## config.mk

```make
export PLATFORM = sky130hd
export DESIGN_NAME = bsg_1hold_rr_ctrl
export DESIGN_NICKNAME = d
export VERILOG_FILES = /design/src/rtl/bsg_1hold_rr_ctrl_pkg.sv /design/src/rtl/bsg_rr_pick.sv /design/src/rtl/bsg_1hold_rr_ctrl.sv
export SDC_FILE = /design/constraint.sdc
export NUM_CORES = 1
export LEC_CHECK = 0
export CAP_MARGIN = 20
export CORE_MARGIN = 4
export CORE_UTILIZATION = 39
export DETAILED_ROUTE_END_ITERATION = 6
export GPL_ROUTABILITY_DRIVEN = 0
export HOLD_SLACK_MARGIN = 0.08
export PLACE_DENSITY = 0.9
export SKIP_LAST_GASP = 1
export SLEW_MARGIN = 40
export SYNTH_ARGS = -nofsm -noshare
export SYNTH_HDL_FRONTEND = slang
export SYNTH_SLANG_ARGS = --single-unit
```

## constraint.sdc

```tcl
create_clock -name clk_i -period 4.7 [get_ports clk_i]
set_clock_uncertainty 0.15 [all_clocks]
set_input_delay 1.175 -clock clk_i [delete_from_list [all_inputs] [get_ports clk_i]]
set_output_delay 1.175 -clock clk_i [all_outputs]
set_load 0.005 [all_outputs]
```

## src/rtl/bsg_1hold_rr_ctrl_pkg.sv

```systemverilog
// Shared types for the single-slot round-robin hold controller.
// The slot typedef is a macro so each instance can size id/data from its own parameters.
`ifndef BSG_1HOLD_RR_CTRL_PKG_SV
`define BSG_1HOLD_RR_CTRL_PKG_SV

`define BSG_1HOLD_SLOT_T(name_t, id_w, data_w) \
    typedef struct packed { \
        logic              v; \
        logic [(id_w)-1:0] id; \
        logic [(data_w)-1:0] data; \
    } name_t

package bsg_1hold_rr_ctrl_pkg;

    typedef enum logic {
        e_idle  = 1'b0,
        e_burst = 1'b1
    } state_e;

endpackage

`endif

```

## src/rtl/bsg_rr_pick.sv

```systemverilog
// Combinational rotating-priority picker: lowest-index request at or above ptr wins,
// otherwise the lowest-index request overall.
module bsg_rr_pick #(
    parameter  int els_p     = 4,
    localparam int lg_els_lp = $clog2(els_p)
) (
    input  logic [els_p-1:0]     req,
    input  logic [lg_els_lp-1:0] ptr,
    output logic [els_p-1:0]     grant,
    output logic [lg_els_lp-1:0] idx,
    output logic                 any
);

    logic [els_p-1:0] hi_req;
    logic [els_p-1:0] hi_grant;
    logic [els_p-1:0] lo_grant;
    logic             hi_found;
    logic             lo_found;

    generate
        for (genvar gi = 0; gi < els_p; gi++) begin : g_hi_mask
            assign hi_req[gi] = req[gi] & (gi >= int'(ptr));
        end
    endgenerate

    always_comb begin
        hi_grant = '0;
        lo_grant = '0;
        hi_found = 1'b0;
        lo_found = 1'b0;
        for (int k = 0; k < els_p; k++) begin
            if (hi_req[k] && !hi_found) begin
                hi_grant[k] = 1'b1;
                hi_found    = 1'b1;
            end
            if (req[k] && !lo_found) begin
                lo_grant[k] = 1'b1;
                lo_found    = 1'b1;
            end
        end
    end

    // Requests at or above ptr take priority; otherwise wrap to the bottom.
    assign grant = hi_found ? hi_grant : lo_grant;
    assign any   = lo_found;

    always_comb begin
        idx = '0;
        for (int k = 0; k < els_p; k++) begin
            if (grant[k]) begin
                idx = idx | lg_els_lp'(k);
            end
        end
    end

endmodule

```

## src/rtl/bsg_1hold_rr_ctrl.sv

```systemverilog
// Round-robin scheduler with optional burst locking feeding one registered output slot
// that holds its beat bit-exact while the consumer stalls.
module bsg_1hold_rr_ctrl
    import bsg_1hold_rr_ctrl_pkg::*;
#(
    parameter  int els_p        = 4,
    parameter  int data_width_p = 32,
    parameter  int burst_len_p  = 1,
    localparam int lg_els_lp    = $clog2(els_p),
    localparam int lg_burst_lp  = $clog2(burst_len_p + 1)
) (
    input  logic                          clk_i,
    input  logic                          reset_n_i,
    input  logic [els_p-1:0]              v_i,
    input  logic [els_p*data_width_p-1:0] data_i,
    output logic [els_p-1:0]              yumi_o,
    output logic                          v_o,
    output logic [data_width_p-1:0]       data_o,
    output logic [lg_els_lp-1:0]          id_o,
    input  logic                          stall_i
);

    `BSG_1HOLD_SLOT_T(slot_t, lg_els_lp, data_width_p);

    slot_t                  slot_reg, slot_next;
    state_e                 state_reg, state_next;
    logic [lg_els_lp-1:0]   ptr_reg, ptr_next;
    logic [lg_els_lp-1:0]   owner_reg, owner_next;
    logic [lg_burst_lp-1:0] cnt_reg, cnt_next;

    logic                   adv;
    logic [lg_els_lp-1:0]   owner_inc;
    logic [lg_els_lp-1:0]   pick_ptr;
    logic [els_p-1:0]       pick_grant;
    logic [lg_els_lp-1:0]   pick_idx;
    logic                   pick_any;
    logic [els_p-1:0]       yumi_int;
    logic                   grant_v;
    logic [lg_els_lp-1:0]   grant_idx;

    function automatic logic [lg_els_lp-1:0] wrap_inc(input logic [lg_els_lp-1:0] i);
        if (i == lg_els_lp'(els_p - 1)) begin
            return '0;
        end
        return i + lg_els_lp'(1);
    endfunction

    // An empty slot always fills, even under stall; a full one advances only when consumed.
    assign adv       = ~slot_reg.v | ~stall_i;
    assign owner_inc = wrap_inc(owner_reg);

    // When a burst owner drops out, re-arbitrate in the same cycle starting just past it.
    assign pick_ptr = (state_reg == e_burst) ? owner_inc : ptr_reg;

    bsg_rr_pick #(
        .els_p(els_p)
    ) u_pick (
        .req  (v_i),
        .ptr  (pick_ptr),
        .grant(pick_grant),
        .idx  (pick_idx),
        .any  (pick_any)
    );

    always_comb begin
        state_next = state_reg;
        ptr_next   = ptr_reg;
        owner_next = owner_reg;
        cnt_next   = cnt_reg;
        yumi_int   = '0;
        grant_v    = 1'b0;
        grant_idx  = pick_idx;

        if (adv) begin
            if (state_reg == e_burst && v_i[owner_reg]) begin
                grant_v             = 1'b1;
                grant_idx           = owner_reg;
                yumi_int[owner_reg] = 1'b1;
                if (cnt_reg == lg_burst_lp'(burst_len_p - 1)) begin
                    state_next = e_idle;
                    ptr_next   = owner_inc;
                    cnt_next   = '0;
                end else begin
                    cnt_next = cnt_reg + lg_burst_lp'(1);
                end
            end else begin
                if (state_reg == e_burst) begin
                    state_next = e_idle;
                    ptr_next   = owner_inc;
                    cnt_next   = '0;
                end
                if (pick_any) begin
                    grant_v   = 1'b1;
                    grant_idx = pick_idx;
                    yumi_int  = pick_grant;
                    if (burst_len_p == 1) begin
                        ptr_next = wrap_inc(pick_idx);
                    end else begin
                        owner_next = pick_idx;
                        cnt_next   = lg_burst_lp'(1);
                        state_next = e_burst;
                    end
                end
            end
        end
    end

    // On an advance without a grant only v drops; id/data keep their last values.
    always_comb begin
        slot_next = slot_reg;
        if (adv) begin
            slot_next.v = grant_v;
            if (grant_v) begin
                slot_next.id   = grant_idx;
                slot_next.data = data_i[int'(grant_idx)*data_width_p +: data_width_p];
            end
        end
    end

    always_ff @(posedge clk_i or negedge reset_n_i) begin
        if (!reset_n_i) begin
            slot_reg  <= '0;
            state_reg <= e_idle;
            ptr_reg   <= '0;
            owner_reg <= '0;
            cnt_reg   <= '0;
        end else begin
            slot_reg  <= slot_next;
            state_reg <= state_next;
            ptr_reg   <= ptr_next;
            owner_reg <= owner_next;
            cnt_reg   <= cnt_next;
        end
    end

    assign yumi_o = reset_n_i ? yumi_int : '0;
    assign v_o    = slot_reg.v;
    assign data_o = slot_reg.data;
    assign id_o   = slot_reg.id;

`ifndef SYNTHESIS
    always @(negedge clk_i) begin
        if (reset_n_i) begin
            if ($isunknown(stall_i)) begin
                $error("bsg_1hold_rr_ctrl: stall_i is X out of reset");
                $finish;
            end
            if (!$onehot0(yumi_o)) begin
                $error("bsg_1hold_rr_ctrl: yumi_o not one-hot0 (%b)", yumi_o);
                $finish;
            end
            if ((yumi_o & ~v_i) != '0) begin
                $error("bsg_1hold_rr_ctrl: yumi_o %b grants invalid requester (v_i %b)", yumi_o, v_i);
                $finish;
            end
        end
    end
`endif

endmodule

```

# == After elaboration in Yosys (flattened, before gate mapping) ==
# Cells that the tools add are included.
# totals
regBits,39
latch_bits,0
ram_bits,0
mem_bits_ro,0
elab_cells,79
mem_count,0
# op_classes
n_addsub,2
multipliers,0
div,0
order_cmp,3
eq_ne,2
shifts,1
mux,42
bitwise,6
n_reduce_logical,17
# ops
op,n
variable part select 128 x 8 -> 32 bit,1
2-to-1 mux 1 bit,27
2-to-1 mux 2 bit,10
2-to-1 mux 4 bit,5
logical AND 1 bit,7
logical NOT 1 bit,6
AND reduction 2 bit,3
greater-or-equal comparator 1 x 2 -> 1 bit (first input constant),2
AND 1 bit,3
adder 2 x 1 -> 2 bit (second input constant),1
== test 2 bit (second input constant),1
greater-or-equal comparator 2 bit (first input constant),1
!= test 2 bit (second input constant),1
NOT 1 bit,2
nonzero test 2 bit,1
adder 1 bit (second input constant),1
OR 1 bit,1

# == Logic depth before layout (Yosys ltp) ==
# depth
word_depth,25
ltp_mapped,8
ltp_nobuf,5

# == By module ==
# A second synthesis with hierarchy kept.
# unflattened
hier_cells,156
area_unflattened_um2,2523.7
# by_module_without_submodules
module,instances,cells_each,area_per_inst_um2,seq_area_each_um2
bsg_1hold_rr_ctrl,1,125,2308.5,925.9
bsg_rr_pick,1,31,215.2,0.0

# == Worst setup path after synthesis ==
# OpenSTA, ideal clock, no wires.
# synth_timing
path_kind,input-to-output
start,input port v_i[0]
end,output port yumi_o[0]
t_arrival_ns,2.441
required_time_ns,3.375
slack_ns,0.934
path_stages,7
path_cell_list,clkbuf_1 > nor2b_1 > o21ai_1 > clkbuf_1 > nand2_1 > a2bb2oi_1 > nor3b_1
# synth_between
elab_chain_cells,16
word_cells_on_any_way,27
classes_between,mux (13); bitwise (1); reduce/logical (13)
# synth_lines
element,line_no,source
start: declaration,bsg_1hold_rr_ctrl.sv:14,"input logic [els_p-1:0] v_i,"
AND 1 bit,bsg_rr_pick.sv:22,assign hi_req[gi] = req[gi] & (gi >= int'(ptr));
2-to-1 mux 1 bit,bsg_rr_pick.sv:32,if (hi_req[k] && !hi_found) begin
logical NOT 1 bit,bsg_rr_pick.sv:32,
logical AND 1 bit,bsg_rr_pick.sv:32,
2-to-1 mux 1 bit,bsg_rr_pick.sv:32,
logical NOT 1 bit,bsg_rr_pick.sv:32,
logical AND 1 bit,bsg_rr_pick.sv:32,
2-to-1 mux 1 bit,bsg_rr_pick.sv:32,
logical NOT 1 bit,bsg_rr_pick.sv:32,
logical AND 1 bit,bsg_rr_pick.sv:32,
2-to-1 mux 1 bit,bsg_rr_pick.sv:32,
2-to-1 mux 4 bit,bsg_rr_pick.sv:44,assign grant = hi_found ? hi_grant : lo_grant;
2-to-1 mux 4 bit,bsg_1hold_rr_ctrl.sv:92,if (pick_any) begin
2-to-1 mux 4 bit *,bsg_1hold_rr_ctrl.sv:75,if (state_reg == e_burst && v_i[owner_reg]) begin
2-to-1 mux 4 bit *,bsg_1hold_rr_ctrl.sv:74,if (adv) begin
2-to-1 mux 4 bit *,bsg_1hold_rr_ctrl.sv:136,assign yumi_o = reset_n_i ? yumi_int : '0;
end: declaration,bsg_1hold_rr_ctrl.sv:16,"output logic [els_p-1:0] yumi_o,"
# Mark *: on every way between the ends. The rest lies on a longest branch, timed or not.

# == Worst setup path in the final report ==
# layout_timing
start,input port v_i[2]
end,output port yumi_o[1]
# layout_between
elab_chain_cells,11
word_cells_on_any_way,16
classes_between,mux (9); bitwise (1); reduce/logical (6)
# layout_lines
element,line_no
AND 1 bit,bsg_rr_pick.sv:22
logical AND 1 bit,bsg_rr_pick.sv:32
2-to-1 mux 1 bit,bsg_rr_pick.sv:32
logical NOT 1 bit,bsg_rr_pick.sv:32
logical AND 1 bit,bsg_rr_pick.sv:32
2-to-1 mux 1 bit,bsg_rr_pick.sv:32
2-to-1 mux 4 bit,bsg_rr_pick.sv:44
2-to-1 mux 4 bit *,bsg_1hold_rr_ctrl.sv:92
2-to-1 mux 4 bit *,bsg_1hold_rr_ctrl.sv:75
2-to-1 mux 4 bit *,bsg_1hold_rr_ctrl.sv:74
2-to-1 mux 4 bit *,bsg_1hold_rr_ctrl.sv:136
# Marked as above.

==> reports/metrics.yaml <==
synth.most_common_cell: "nand2_1"
cts_root_buf: "clkbuf_8"
endpoint_kind: "primary output"
yosys.area.top_type_share: 0.350
yosys_warnings: 0
p_comb_frac: 0.502
port-buffer-count: 173
drtIter0Drc: 161
intPower_uw: 883
drc: 0
synthAdderAreaFrac: 0
die_y_um: 90.3
clk_pin_slew_worst_paths_ns: 0.08
cts_sinks: 37
period_share: 0.933
hold_start: "id_o[0]"
core.rowCount: 29
grt_max_degree: 71
cp.arrival_ns: 3.06
drv_slew: 0
finalSetupViolations: 0
slew_headroom: 0.501
clockBufferDepth: 2
postCtsResizedCells: 0
status: "finished clean"
htreeDepth: 2
core-area_um2: 6460
ctsHoldBuffers: 0
postRouteAntennaNets: 0
cts_inserted_buffers: 5
syn_area_per_cell_um2: 8.81
drive_gt1_frac: 0.103
syn_nets: 435
synth_top_area_cell: "dfrtp_1"
die_w_um: 90.3
grt_pass1_vias: 2959
synth-seq-cells: 37
reg2reg_slack_ns: 2.08
fin_cells: 533
synthSimpleGateAreaFrac: 0.123
p_leak_uw: 0.00178
final_hold_viol_count: 0
drtPass1Iterations: 4
worst_ep_required_time_ns: 3.38
vias_per_cell: 5.41
area_growth_pct: 69.0
die_area_um2: 8160
cp-startpoint: "v_i[2]"
rr_startpoint: "ptr_reg[1]"
fmax_mhz: 228
synthTopCellsByCount: "nand2_1, dfrtp_1, nor2_1, o22ai_1"
antenna_found_initial: 0
synth_mux_area_frac: 0.181
cts_tree: "yes"
ys_seq_area_frac: 0.350
antenna_cells: 0
p_per_area_nw_per_um2: 294
synth-async-reset-ratio: 1.00
tightest_slew_ns: 0.748
hold_path.class: "reg2reg"
sequentialPowerShare: 0.334
start_util: 0.409
grt_pass1_wl_um: 14700
synth_compound_gate_area_share: 0.281
synth_top_family_by_area: "compound AO/OA/AOI/OAI gates"
crit_type: "in2out"
syn_inst: 300
synth-main-ff-cell: "dfrtp_1"
clkLatencyLatePin_ns: 0.28
overflow: 0
crit_fanout: 9
dp.cells: 525
clkPwrFrac: 0.164
io_pins: 174
grtUsageTotal: 0.220
p_sw_uw: 429
syn_area_um2: 2640
synthXorXnorAreaFrac: 0
vias: 2881
largest_reg_flops: 32
routed_wl_um: 9060
setup_tns_ns: 0
swShare: 0.327
post-cts-setup-buffer-count: 0
dpl.hpwl_um: 6910
rsz0062_at_grt: "false"
yosys-top-cells-area: "dfrtp_1, mux2_4, a21boi_0"
wire_per_inst_um: 17.0
synth.distinct_cells: 29
fin_nets: 590
max_cap_viol_count: 0
layout_min_cycle_time_ns: 4.39
startpoint_type: "input port"
synth_edf_count: 0
vdd_drop_max_mv: 0.137
==> placed cells by master (no fill, tap or decap), drive strengths merged <==
cell type / count
clkbuf: 6
a221oi: 1
mux2: 34
clkinv: 2
nand2: 38
nor2b: 2
o22a: 1
nor4: 1
mux2i: 2
o211a: 1
a2bb2oi: 1
a221o: 2
inv: 2
a21boi: 32
a31oi: 32
and2: 1
and3: 1
dfrtp: 37
a21oi: 5
o22ai: 33
nor2: 37
nand3: 1
o21ai: 3
nor3b: 1
clkdlybuf4s50: 172
buf: 8
==> worst paths after layout <==
| path | end | cells after the start |
|---|---|---|
| worst max-delay path | yumi_o[1] | 5 |
| max in group asynchronous | data_o[2] | 2 |
| min in group asynchronous | ptr_reg[1] | 1 |
| worst min-delay path | id_o[0] | 1 |
| worst min register to register | id_o[0] | 1 |
| worst max register to register | data_o[20] | 6 |
==> logic make-up (layout without fill, tap and decap cells) <==
family | count (synthesis) | after routing
AO/OA/AOI/OAI | 111 | 111
AND/OR/NAND/NOR | 82 | 82
flip-flops | 37 | 37
multiplexers | 36 | 36
buffers and inverters | 34 | 190
==> final cells by class <==
type,count,area (µm²)
multi-input combinational,229,1560
timing repair buffer,180,1790
sequential,37,926
inverter,2,7.51
clock inverter,2,10.0
tap,77,96.3
clock buffer,6,72.6
fill,519,1990
==> metrics by stage <==
step	setup slack [ns]	cell area [µm²]	utilization	hold slack, ns	power [µW]
3_5_place_dp	0.359	4380	0.679	0.349	1110
6_report	0.314	4470	0.692	0.364	1310
3_3_place_gp	0.376	4380	0.679	0.340	1090
4_1_cts	0.332	4470	0.692	0.366	1320
5_1_grt	0.210	4470	0.692	0.390	1400
2_1_floorplan	0.934	2640	-	0.351	771
==> power groups by stage <==
stage          Sequential, µW  Clock, µW  Combinational (µW)
2_1_floorplan             444          0                 327
3_3_place_gp              439          0                 647
3_5_place_dp              445          0                 661
4_1_cts                   440        221                 664
5_1_grt                   449        235                 718
6_report                  438        215                 658
==> metal layers <==
layer,wire (µm),global-route usage,up-vias,share of wire
li1,-,-,1410,-
met1,3560,0.251,1356,0.39
met2,4720,0.400,107,0.52
met3,667,0.0617,8,0.074
met4,124,0.0625,0,0.014
met5,0,0,-,0
==> worst max-delay path: stages <==
cell and delay, ns:
clkdlybuf4s50_1 0.55, nor4_1 0.62, a21oi_4 0.05, and3_1 0.19, clkdlybuf4s50_1 0.46
Power figures use the tool's default switching activity.
